**src/rtl/password_pkg.sv**
```systemverilog
// Shared types and constants for the switch-sequence password lock and its status display.
// Glyphs are active-high, bit order {g,f,e,d,c,b,a}.
package password_pkg;

    typedef enum logic [2:0] {
        StIdle    = 3'd0,
        StEntry   = 3'd1,
        StDone    = 3'd2,
        StError   = 3'd3,
        StLockout = 3'd4
    } lock_state_e;

    localparam logic [6:0] SEG_D     = 7'h5E;
    localparam logic [6:0] SEG_O     = 7'h5C;
    localparam logic [6:0] SEG_N     = 7'h54;
    localparam logic [6:0] SEG_E     = 7'h79;
    localparam logic [6:0] SEG_R     = 7'h50;
    localparam logic [6:0] SEG_BLANK = 7'h00;
    localparam logic [6:0] SEG_DASH  = 7'h40;

    // Digit k of a packed code; digit 0 occupies the least significant field.
    function automatic int unsigned code_digit(logic [31:0] code, int unsigned k,
                                               int unsigned idx_w);
        logic [31:0] mask;
        mask = (32'd1 << idx_w) - 32'd1;
        return (code >> (k * idx_w)) & mask;
    endfunction

    function automatic int unsigned cnt_width(int unsigned a, int unsigned b, int unsigned c);
        int unsigned m;
        m = (a > b) ? a : b;
        m = (m > c) ? m : c;
        return $clog2(m + 1);
    endfunction

endpackage

```
**src/rtl/password_lock_param.sv**
```systemverilog
// Parametrised switch-sequence password lock with failure counting, timed lockout and hold windows.
// Define TIMEOUT_EN to abort an entry that sits idle for ENTRY_TIMEOUT cycles.
module password_lock_param
    import password_pkg::*;
#(
    parameter int unsigned NUM_SW        = 10,
    parameter int unsigned CODE_LEN      = 4,
    parameter logic [31:0] CODE          = 32'h8102,
    parameter int unsigned MAX_FAIL      = 3,
    parameter int unsigned HOLD_TICKS    = 8,
    parameter int unsigned LOCK_TICKS    = 32,
    parameter int unsigned ENTRY_TIMEOUT = 64,
    localparam int unsigned IDX_W = $clog2(NUM_SW),
    localparam int unsigned PRG_W = $clog2(CODE_LEN + 1),
    localparam int unsigned CNT_W = cnt_width(HOLD_TICKS, LOCK_TICKS, ENTRY_TIMEOUT)
) (
    input  logic              clk_div,
    input  logic              rst,
    input  logic [NUM_SW-1:0] sw_pulse,
    output logic [2:0]        state,
    output logic [PRG_W-1:0]  progress,
    output logic              unlocked,
    output logic              err,
    output logic              locked,
    output logic [3:0]        fail_cnt,
    output logic [CNT_W-1:0]  lock_remaining
);

    lock_state_e      state_q;
    logic [PRG_W-1:0] progress_q;
    logic [3:0]       fail_q;
    logic [CNT_W-1:0] tick_q;
    logic [CNT_W-1:0] lock_q;
    logic             unlocked_q;
    logic             err_q;
    logic             locked_q;

    logic [NUM_SW-1:0] want;
    logic              event_seen;
    logic              hit;
    logic              timeout;

    // progress_q is 0 in IDLE, so one expected-digit decode serves both IDLE and ENTRY.
    assign want       = NUM_SW'(1) << code_digit(CODE, 32'(progress_q), IDX_W);
    assign event_seen = |sw_pulse;
    assign hit        = (sw_pulse == want);

    always_comb begin
        timeout = 1'b0;
`ifdef TIMEOUT_EN
        timeout = (state_q == StEntry) && !event_seen &&
                  (tick_q == CNT_W'(ENTRY_TIMEOUT - 1));
`endif
    end

    always_ff @(posedge clk_div or negedge rst) begin
        if (!rst) begin
            state_q    <= StIdle;
            progress_q <= '0;
            fail_q     <= '0;
            tick_q     <= '0;
            lock_q     <= '0;
            unlocked_q <= 1'b0;
            err_q      <= 1'b0;
            locked_q   <= 1'b0;
        end else begin
            case (state_q)
                StIdle, StEntry: begin
                    if ((event_seen && !hit) || timeout) begin
                        state_q    <= StError;
                        progress_q <= '0;
                        tick_q     <= '0;
                        err_q      <= 1'b1;
                        fail_q     <= (fail_q == 4'd15) ? fail_q : fail_q + 4'd1;
                    end else if (event_seen) begin
                        tick_q <= '0;
                        if (progress_q == PRG_W'(CODE_LEN - 1)) begin
                            state_q    <= StDone;
                            progress_q <= PRG_W'(CODE_LEN);
                            fail_q     <= '0;
                            unlocked_q <= 1'b1;
                        end else begin
                            state_q    <= StEntry;
                            progress_q <= progress_q + PRG_W'(1);
                        end
                    end
`ifdef TIMEOUT_EN
                    else if (state_q == StEntry) begin
                        tick_q <= tick_q + CNT_W'(1);
                    end
`endif
                end
                StDone: begin
                    if (tick_q == CNT_W'(HOLD_TICKS - 1)) begin
                        state_q    <= StIdle;
                        progress_q <= '0;
                        tick_q     <= '0;
                        unlocked_q <= 1'b0;
                    end else begin
                        tick_q <= tick_q + CNT_W'(1);
                    end
                end
                StError: begin
                    if (tick_q == CNT_W'(HOLD_TICKS - 1)) begin
                        tick_q <= '0;
                        err_q  <= 1'b0;
                        if (32'(fail_q) >= MAX_FAIL) begin
                            state_q  <= StLockout;
                            lock_q   <= CNT_W'(LOCK_TICKS);
                            locked_q <= 1'b1;
                        end else begin
                            state_q <= StIdle;
                        end
                    end else begin
                        tick_q <= tick_q + CNT_W'(1);
                    end
                end
                StLockout: begin
                    if (lock_q == CNT_W'(1) || lock_q == '0) begin
                        state_q  <= StIdle;
                        lock_q   <= '0;
                        fail_q   <= '0;
                        locked_q <= 1'b0;
                    end else begin
                        lock_q <= lock_q - CNT_W'(1);
                    end
                end
                default: begin
                    state_q    <= StIdle;
                    progress_q <= '0;
                    tick_q     <= '0;
                    lock_q     <= '0;
                    unlocked_q <= 1'b0;
                    err_q      <= 1'b0;
                    locked_q   <= 1'b0;
                end
            endcase
        end
    end

    assign state          = state_q;
    assign progress       = progress_q;
    assign unlocked       = unlocked_q;
    assign err            = err_q;
    assign locked         = locked_q;
    assign fail_cnt       = fail_q;
    assign lock_remaining = lock_q;

endmodule

```
**config.mk**
```make
export PLATFORM = sky130hd
export DESIGN_NAME = password_lock_param
export DESIGN_NICKNAME = d
export VERILOG_FILES = /design/src/rtl/password_pkg.sv /design/src/rtl/password_lock_param.sv
export SDC_FILE = /design/constraint.sdc
export NUM_CORES = 1
export LEC_CHECK = 0
export ABC_AREA = 1
export CAP_MARGIN = 0
export CORE_UTILIZATION = 40
export CTS_BUF_LIST = sky130_fd_sc_hd__clkbuf_4
export DETAILED_ROUTE_END_ITERATION = 8
export PLACE_DENSITY = 0.66
export SLEW_MARGIN = 20
export SYNTH_ARGS = -nofsm -noshare
export SYNTH_HDL_FRONTEND = slang
export SYNTH_SLANG_ARGS = --single-unit
export TNS_END_PERCENT = 100
```
**constraint.sdc**
```tcl
create_clock -name clk_div -period 1.9 [get_ports clk_div]
set_input_delay 0.19 -clock clk_div [delete_from_list [all_inputs] [get_ports clk_div]]
set_output_delay 0.19 -clock clk_div [all_outputs]
set_load 0.01 [all_outputs]
```
==> metrics.md, run 1 <==
| Metric | Value |
|---|---|
| Syn Inst Count | approximately 250 |
| Residual DRC | 0 |
| Remaining Overflow, GRT | 0 |
| Register area | between 600 and 700 sq um |
| Final nets | between 300 and 400 |
| Internal | approximately 1.5 mW |
| RSZ-0062 raised after global routing | true |
| IO Port Bufs | 31 |
| Chip height | 68.77 um |
| Power Total | about 2.7 mW |
| Synthesis-to-finish area growth | 33.19% |
| DR pass1 iterations | 4 |
| Status | completed |
| Slowest cell delay on critical path | approximately 0.47 ns |
| Clk pin slew, worst setup/hold paths | 0.15 ns |
| Die area | around 4700 sq um |
| Min-Delay Path Class | in -> async |
| Crit path time final | ~1.8 ns |
| Post-synthesis sequential area ratio | about 38% |
| Routed Antenna Nets | 0 |
| Commonest non-fill, non-tap cell in the layout | nand2_1 |
| IO Count | 32 |
| Cts bufs inserted | 3 |
| Avg Cell Area, Syn | just over 7 sq um |
| Slew Limit Headroom | between 70 and 80% |
| Post-Syn Nets | 270 |
| Gr usage total | a little under a fifth |
| Die W | just under 70 um |
| CTS max path bufs | 2 |
| Worst Tran Pin Value | between 0.3 and 0.4 ns |
| Combinational power share | between 50% and 60% |
| Synth Cell Area | between 1500 and 2000 sq um |
| Initial core utilization | a little over two fifths |
| Crit path max fanout | 7 |
| Net Sw Frac | 43.67% |
| Sequential power share | 35.3% |
| Max Slew Vio Count | 0 |
| Critical Path, Cell by Cell | ha_4 -> ha_4 -> nand2_2 -> inv_1 -> nor2_1 -> nand2_1 -> nor2_2 -> nand3_4 -> nand2_4 -> nand3_4 -> nand3_4 -> nand2_1 -> nand2_1 |
| Clock Latency Late Sink | between 0.3 and 0.4 ns |
| Final WL | just under 4 mm |
| Max Cap Viol | 0 |
| H-tree Lvls | 1 |
| Routability Congestion | a little over 0.8 |
| Final instance area | 2375 sq um |
| Synth Register Bits | 27 |
| P_sw | 1.197 mW |
| Clock Power Share | 10.0% |
| Yosys warnings | 0 |
| Multi-input gate area | just over 1000 sq um |
| Placed cell area | around 2200 sq um |
| Clk_skew | slightly below 0.006 ns |
| Core footprint | about 4100 sq um |
| Via/cell ratio | about 4.8 |
| Pin count of the biggest net entering global routing | 28 |
| Cell variety after synth | 26 |
| CTS Root Cell | clkbuf_4 |
| CTS hold repair buffers | 0 |
| CP max stage cell | dfrtp_2 |
| Share of cells above drive strength 1 | just over 20% |
| Site Rows | 23 |
| First-pass GRT wire length | approximately 6.6 mm |
| Startpoint Class | flop |
| Critical path type | reg -> reg |
| Peak Freq | roughly 550 MHz |
| Fill cells | 417 |
| Clock Sink Count | 27 |
| Worst EP arrival | 2.10 ns |
| Final setup violation count | 0 |
| Drt first-iter violations | 52 |
| Maximum VDD drop | around 0.72 mV |
| Setup crit end kind | flop |
| Antenna cells | 0 |
| CTS tree | yes |
| Final Hold Viols | 0 |
| Vias in the first global route | between 1500 and 2000 |
| Detailed Place HPWL | a little under 3 mm |
| Most frequent cells in the layout | nand2_1, nor2_1, clkdlybuf4s50_1, inv_1, dfrtp_1 |
| P_leak | between 1 and 1.5 nW |
| Fin crit share | between 90 and 100% |
| Antenna violations before repair | 0 |
| Via count | 1668 |
| Routed WL per cell | 11.35 um |
| Worst Path Required | 2.18 ns |
| Pwr dens | about 1200 nW/um^2 |
synthesized netlist by cell type, drive strengths merged:
master	n	share of area, %
nand3b	1	0.42
nand4	6	2.1
xnor2	1	0.49
o21a	1	0.42
a21oi	6	1.7
inv	45	9.5
nor3	4	2.7
xor2	4	2.0
o31ai	1	0.42
nand3	16	5.3
nor2	40	9.4
o311ai	1	0.49
dfrtp	27	38
o22ai	3	1.1
ha	9	6.3
o21ai	16	4.5
nand2	67	15
mux2	1	0.84
state kept, by name, indices dropped and copies added, names as in the netlist:
signal	cells
err	1
fail_cnt	4
lock_remaining	7
locked	1
progress	3
state	3
tick_q	7
unlocked	1
worst max-delay path, delay by kind of cell, from the launching register on:
kind | cells | cell delay (ns)
DFF | 1 | 0.47
and+or+nand+nor | 10 | 0.93
adders and majority gates | 2 | 0.34
buffers and inverters | 1 | 0.03
power groups by stage:
stage	Combinational [mW]	Clock (mW)	Sequential (mW)
after CTS	1.49	0.287	0.967
after detailed placement	1.48	0	0.979
after floorplan	0.918	0	0.997
after global placement	1.48	0	0.977
final	1.50	0.274	0.969
after global routing	1.70	0.301	1.00
through the flow:
step	setup slack (ns)	util (%)	hold WS (ns)	TNS, ns	instances
after floorplan	0.07467	-	-0.1056	0	249
after global placement	0.01337	53.83	0.5070	0	340
after detailed placement	-0.05909	53.83	0.4970	-0.2161	340
after CTS	0.02258	55.22	0.2272	0	344
after global routing	-0.06510	57.31	0.2627	-0.2562	346
final	0.08045	57.31	0.2111	0	346
metal layers:
layer,global-route usage [%],vias to the layer above,part of all wire (%)
met3,3.454,9,4.1
met2,31.25,28,45
met5,0,-,0
met4,3.061,0,1.3
li1,-,885,-
met1,24.80,746,49
logic make-up (layout without fill, tap and decap cells):
logic type                 count (synthesis)  in the layout  synth area share (%)
muxes                                      1              1                0.8419
buffers and inverters                     45             92                 9.474
AOI/OAI and AO/OA                         28             28                 8.562
adders and majority gates                  9              9                 6.316
and+or+nand+nor                          134            134                 34.46
DFF                                       27             27                 37.89
xor gates and xnor gates                   5              5                 2.456
final timing paths:
path | depth (start not counted) | end | startpoint | slack [ns]
setup / recovery | 13 | fail_cnt[3] | progress[1] | 0.08
hold / removal | 2 | tick_q[0] | rst | 0.21
setup reg to reg | 13 | fail_cnt[3] | progress[1] | 0.08
hold reg to reg | 2 | err | err | 0.53
max in group asynchronous | 2 | progress[1] | rst | 1.39
min in group clk_div | 2 | err | err | 0.53
repair_timing:
action	CTS	global route
pin swaps	2	12
buffers inserted	0	2
endpoints found under the setup margin	6	9
gates resized for setup	8	16
area by class of cell:
| cell class | count | share of cell area [%] |
|---|---|---|
| Tap cell | 50 | 2.634 |
| Multi-Input combinational cell | 177 | 43.62 |
| Inverter | 45 | 7.113 |
| Clock buffer | 4 | 1.264 |
| Sequential cell | 27 | 28.50 |
| Timing Repair Buffer | 43 | 16.86 |
Note: power is estimated with default switching activity, not from simulation.
==> inputs of run 2 (changes only) <==
--- a/config.mk
+++ b/config.mk
@@ -10,7 +10,9 @@
 export CORE_UTILIZATION = 40
 export CTS_BUF_LIST = sky130_fd_sc_hd__clkbuf_4
 export DETAILED_ROUTE_END_ITERATION = 8
+export HOLD_SLACK_MARGIN = 0.15
 export PLACE_DENSITY = 0.66
+export REMOVE_ABC_BUFFERS = 1
 export SLEW_MARGIN = 20
 export SYNTH_ARGS = -nofsm -noshare
 export SYNTH_HDL_FRONTEND = slang
==> results of run 2 <==
Same layout as run 1: the final DEF is identical, and so are final timing and power.
==> inputs of run 3 (changes only) <==
--- a/config.mk
+++ b/config.mk
@@ -7,6 +7,7 @@
 export LEC_CHECK = 0
 export ABC_AREA = 1
 export CAP_MARGIN = 0
+export CORE_ASPECT_RATIO = 1.2
 export CORE_UTILIZATION = 40
 export CTS_BUF_LIST = sky130_fd_sc_hd__clkbuf_4
 export DETAILED_ROUTE_END_ITERATION = 8
==> run 3 against run 2 <==
  * Sequential share of layout area up 0.27 points
  * Critical endpoint unchanged
  * Clock power shrank 4%
  * Utilization is 2.2 points lower
  * Largest power group unchanged
==> metrics.md, run 3 (same netlist as run 1, synthesis figures left out) <==
| Metric | Value |
|---|---|
| Pwr dens | 1157 nW/um^2 (+0.23%) |
| Share of cells above drive strength 1 | 20.55% (-0.060 points) |
| Final setup violation count | 0 (unchanged) |
| Die area | 4729 sq um (about the same) |
| Slowest cell delay on critical path | 0.46 ns (about the same) |
| CP max stage cell | dfrtp_1 |
| Via count | 1665 (-0.18%) |
| Pin count of the biggest net entering global routing | 28 (unchanged) |
| Routability Congestion | 0.8103 (-2.0%) |
| Clk pin slew, worst setup/hold paths | 0.15 ns (about the same) |
| Peak Freq | 548.2 MHz (-0.25%) |
| Most frequent cells in the layout | nand2_1, nor2_1, clkdlybuf4s50_1, inv_1, dfrtp_1 |
| P_sw | 1.200 mW (+0.20%) |
| Clock Latency Late Sink | 0.33 ns (about the same) |
| Placed cell area | 2216 sq um (-0.67%) |
| Chip height | 75.14 um (+9.3%) |
| Crit path max fanout | 7 (unchanged) |
| Setup crit end kind | flop |
| Combinational power share | 54.9% (+0.2 points) |
| IO Count | 32 (unchanged) |
| RSZ-0062 raised after global routing | true |
| Critical path type | reg -> reg |
| Gr usage total | 17.22% (-1.2 points) |
| Vias in the first global route | 1534 (-2.6%) |
| Internal | 1.518 mW (-1.7%) |
| P_leak | 1.101 nW (-2.0%) |
| CTS hold repair buffers | 0 (unchanged) |
| Die W | 62.95 um (-8.5%) |
| Final instance area | 2349 sq um (-1.1%) |
| Synthesis-to-finish area growth | 31.72% |
| Fill cells | 415 (-0.48%) |
| Routed WL per cell | 11.09 um (-2.3%) |
| Net Sw Frac | 44.14% (+0.48 points) |
| Remaining Overflow, GRT | 0 (unchanged) |
| Maximum VDD drop | 0.7336 mV (+1.8%) |
| Core footprint | 4262 sq um (+2.8%) |
| Routed Antenna Nets | 0 (unchanged) |
| First-pass GRT wire length | 6.479 mm (-2.2%) |
| Initial core utilization | 41.84% (-1.2 points) |
| Detailed Place HPWL | 2.867 mm (-3.8%) |
| Register area | 675.6 sq um (-0.18%) |
| Final nets | 314 (-1.3%) |
| Via/cell ratio | 4.784 (-0.75%) |
| IO Port Bufs | 31 (unchanged) |
| Final Util | 55.11% (-2.2 points) |
| Cts bufs inserted | 3 (unchanged) |
| Clock Sink Count | 27 (unchanged) |
| Worst Tran Pin Value | 0.3496 ns (-0.009223 ns) |
| Antenna violations before repair | 0 (unchanged) |
| Setup tns final | 0 ns (unchanged) |
| Startpoint Class | flop |
| Clock Power Share | 9.7% (-0.3 points) |
| Antenna cells | 0 (unchanged) |
| DR pass1 iterations | 4 (unchanged) |
| Sequential power share | 35.4% (about the same) |
| CTS Root Cell | clkbuf_4 |
| CTS max path bufs | 2 (unchanged) |
| Fin worst setup slack | 0.07586 ns (-0.004592 ns) |
| Final WL | 3.859 mm (-1.8%) |
| Critical Path, Cell by Cell | ha_4 -> ha_4 -> nand2_2 -> inv_2 -> nor2_2 -> nand2_1 -> nor2_2 -> nand3_4 -> nand2_4 -> nand3_4 -> nand3_4 -> nand2_1 -> nand2_1 |
| CTS tree | yes |
| Commonest non-fill, non-tap cell in the layout | nand2_1 |
| Site Rows | 26 (+13%) |
| Worst Path Required | 2.19 ns (about the same) |
| Final Hold Viols | 0 (unchanged) |
| Max Slew Vio Count | 0 (unchanged) |
| Max Cap Viol | 0 (unchanged) |
| Drt first-iter violations | 52 (unchanged) |
| Slew Limit Headroom | 76.69% (+0.61 points) |
| Crit path time final | 1.824 ns (+0.004592 ns) |
| Worst EP arrival | 2.11 ns (about the same) |
| Status | completed |
| Place WS | -0.04549 ns (+0.01360 ns) |
| Fin crit share | 96.01% (+0.24 points) |
| Min-Delay Path Class | in -> async |
| Power Total | 2.718 mW (-0.88%) |
| Multi-input gate area | 1033 sq um (-0.24%) |
| Clk_skew | 0.004642 ns (-0.001294 ns) |
| Residual DRC | 0 (unchanged) |
| H-tree Lvls | 1 (unchanged) |
==> run 3: worst max-delay path: cells and delay by family (launching register included) <==
| kind | cells | cell delay, ns |
|---|---|---|
| adders and majority gates | 2 | 0.36 |
| buffers and inverters | 1 | 0.03 |
| DFF | 1 | 0.46 |
| and+or+nand+nor | 10 | 0.92 |
==> run 3: metrics by stage <==
stage,hold slack [ns],instances
floorplan,-0.1056,249
global placement,0.4918,343
detailed placement,0.5130,343
CTS,0.2110,347
global route,0.2295,348
finish,0.2194,348
==> run 3: what timing repair did <==
| item | 4_1_cts | 5_1_grt |
|---|---|---|
| gates cloned | 0 | 0 |
| resized for setup | 4 | 22 |
| setup buffers | 0 | 1 |
| endpoints found under the setup margin | 6 | 10 |
| pin swaps | 2 | 13 |
==> run 3: per-layer routing <==
metal | wire, um | GRT usage, % | vias up | share of wire (%)
met5 | 0 | 0 | - | 0
met4 | 57 | 6.977 | 0 | 1.5
met3 | 130 | 1.818 | 4 | 3.4
met2 | 1893 | 29.27 | 24 | 49
met1 | 1778 | 22.58 | 761 | 46
li1 | - | - | 876 | -
==> run 3: area by class of cell <==
| cell class | count | area share (%) |
|---|---|---|
| inverters | 45 | 7.192 |
| flip-flops and latches | 27 | 28.77 |
| multi-input cells | 177 | 44.01 |
| clock buffers | 3 | 0.9590 |
| well taps | 56 | 2.983 |
| clock inverters | 1 | 0.3197 |
| repair buffers | 39 | 15.77 |
==> run 3: worst paths after layout <==
| check | from | to | slack [ns] | cells past startpoint |
|---|---|---|---|---|
| hold / removal | rst | fail_cnt[0] | 0.22 | 2 |
| setup reg to reg | progress[1] | fail_cnt[3] | 0.08 | 13 |
| setup / recovery | progress[1] | fail_cnt[3] | 0.08 | 13 |
| hold reg to reg | err | err | 0.54 | 2 |
| max in group asynchronous | rst | unlocked | 1.42 | 2 |
| min in group clk_div | err | err | 0.54 | 2 |
==> run 3: power groups by stage <==
stage | Combinational, mW | Clock (mW) | Sequential (mW)
CTS | 1.48 | 0.286 | 0.961
global placement | 1.46 | 0 | 0.969
floorplan | 0.918 | 0 | 0.997
global route | 1.70 | 0.307 | 0.997
detailed placement | 1.47 | 0 | 0.974
finish | 1.49 | 0.264 | 0.963
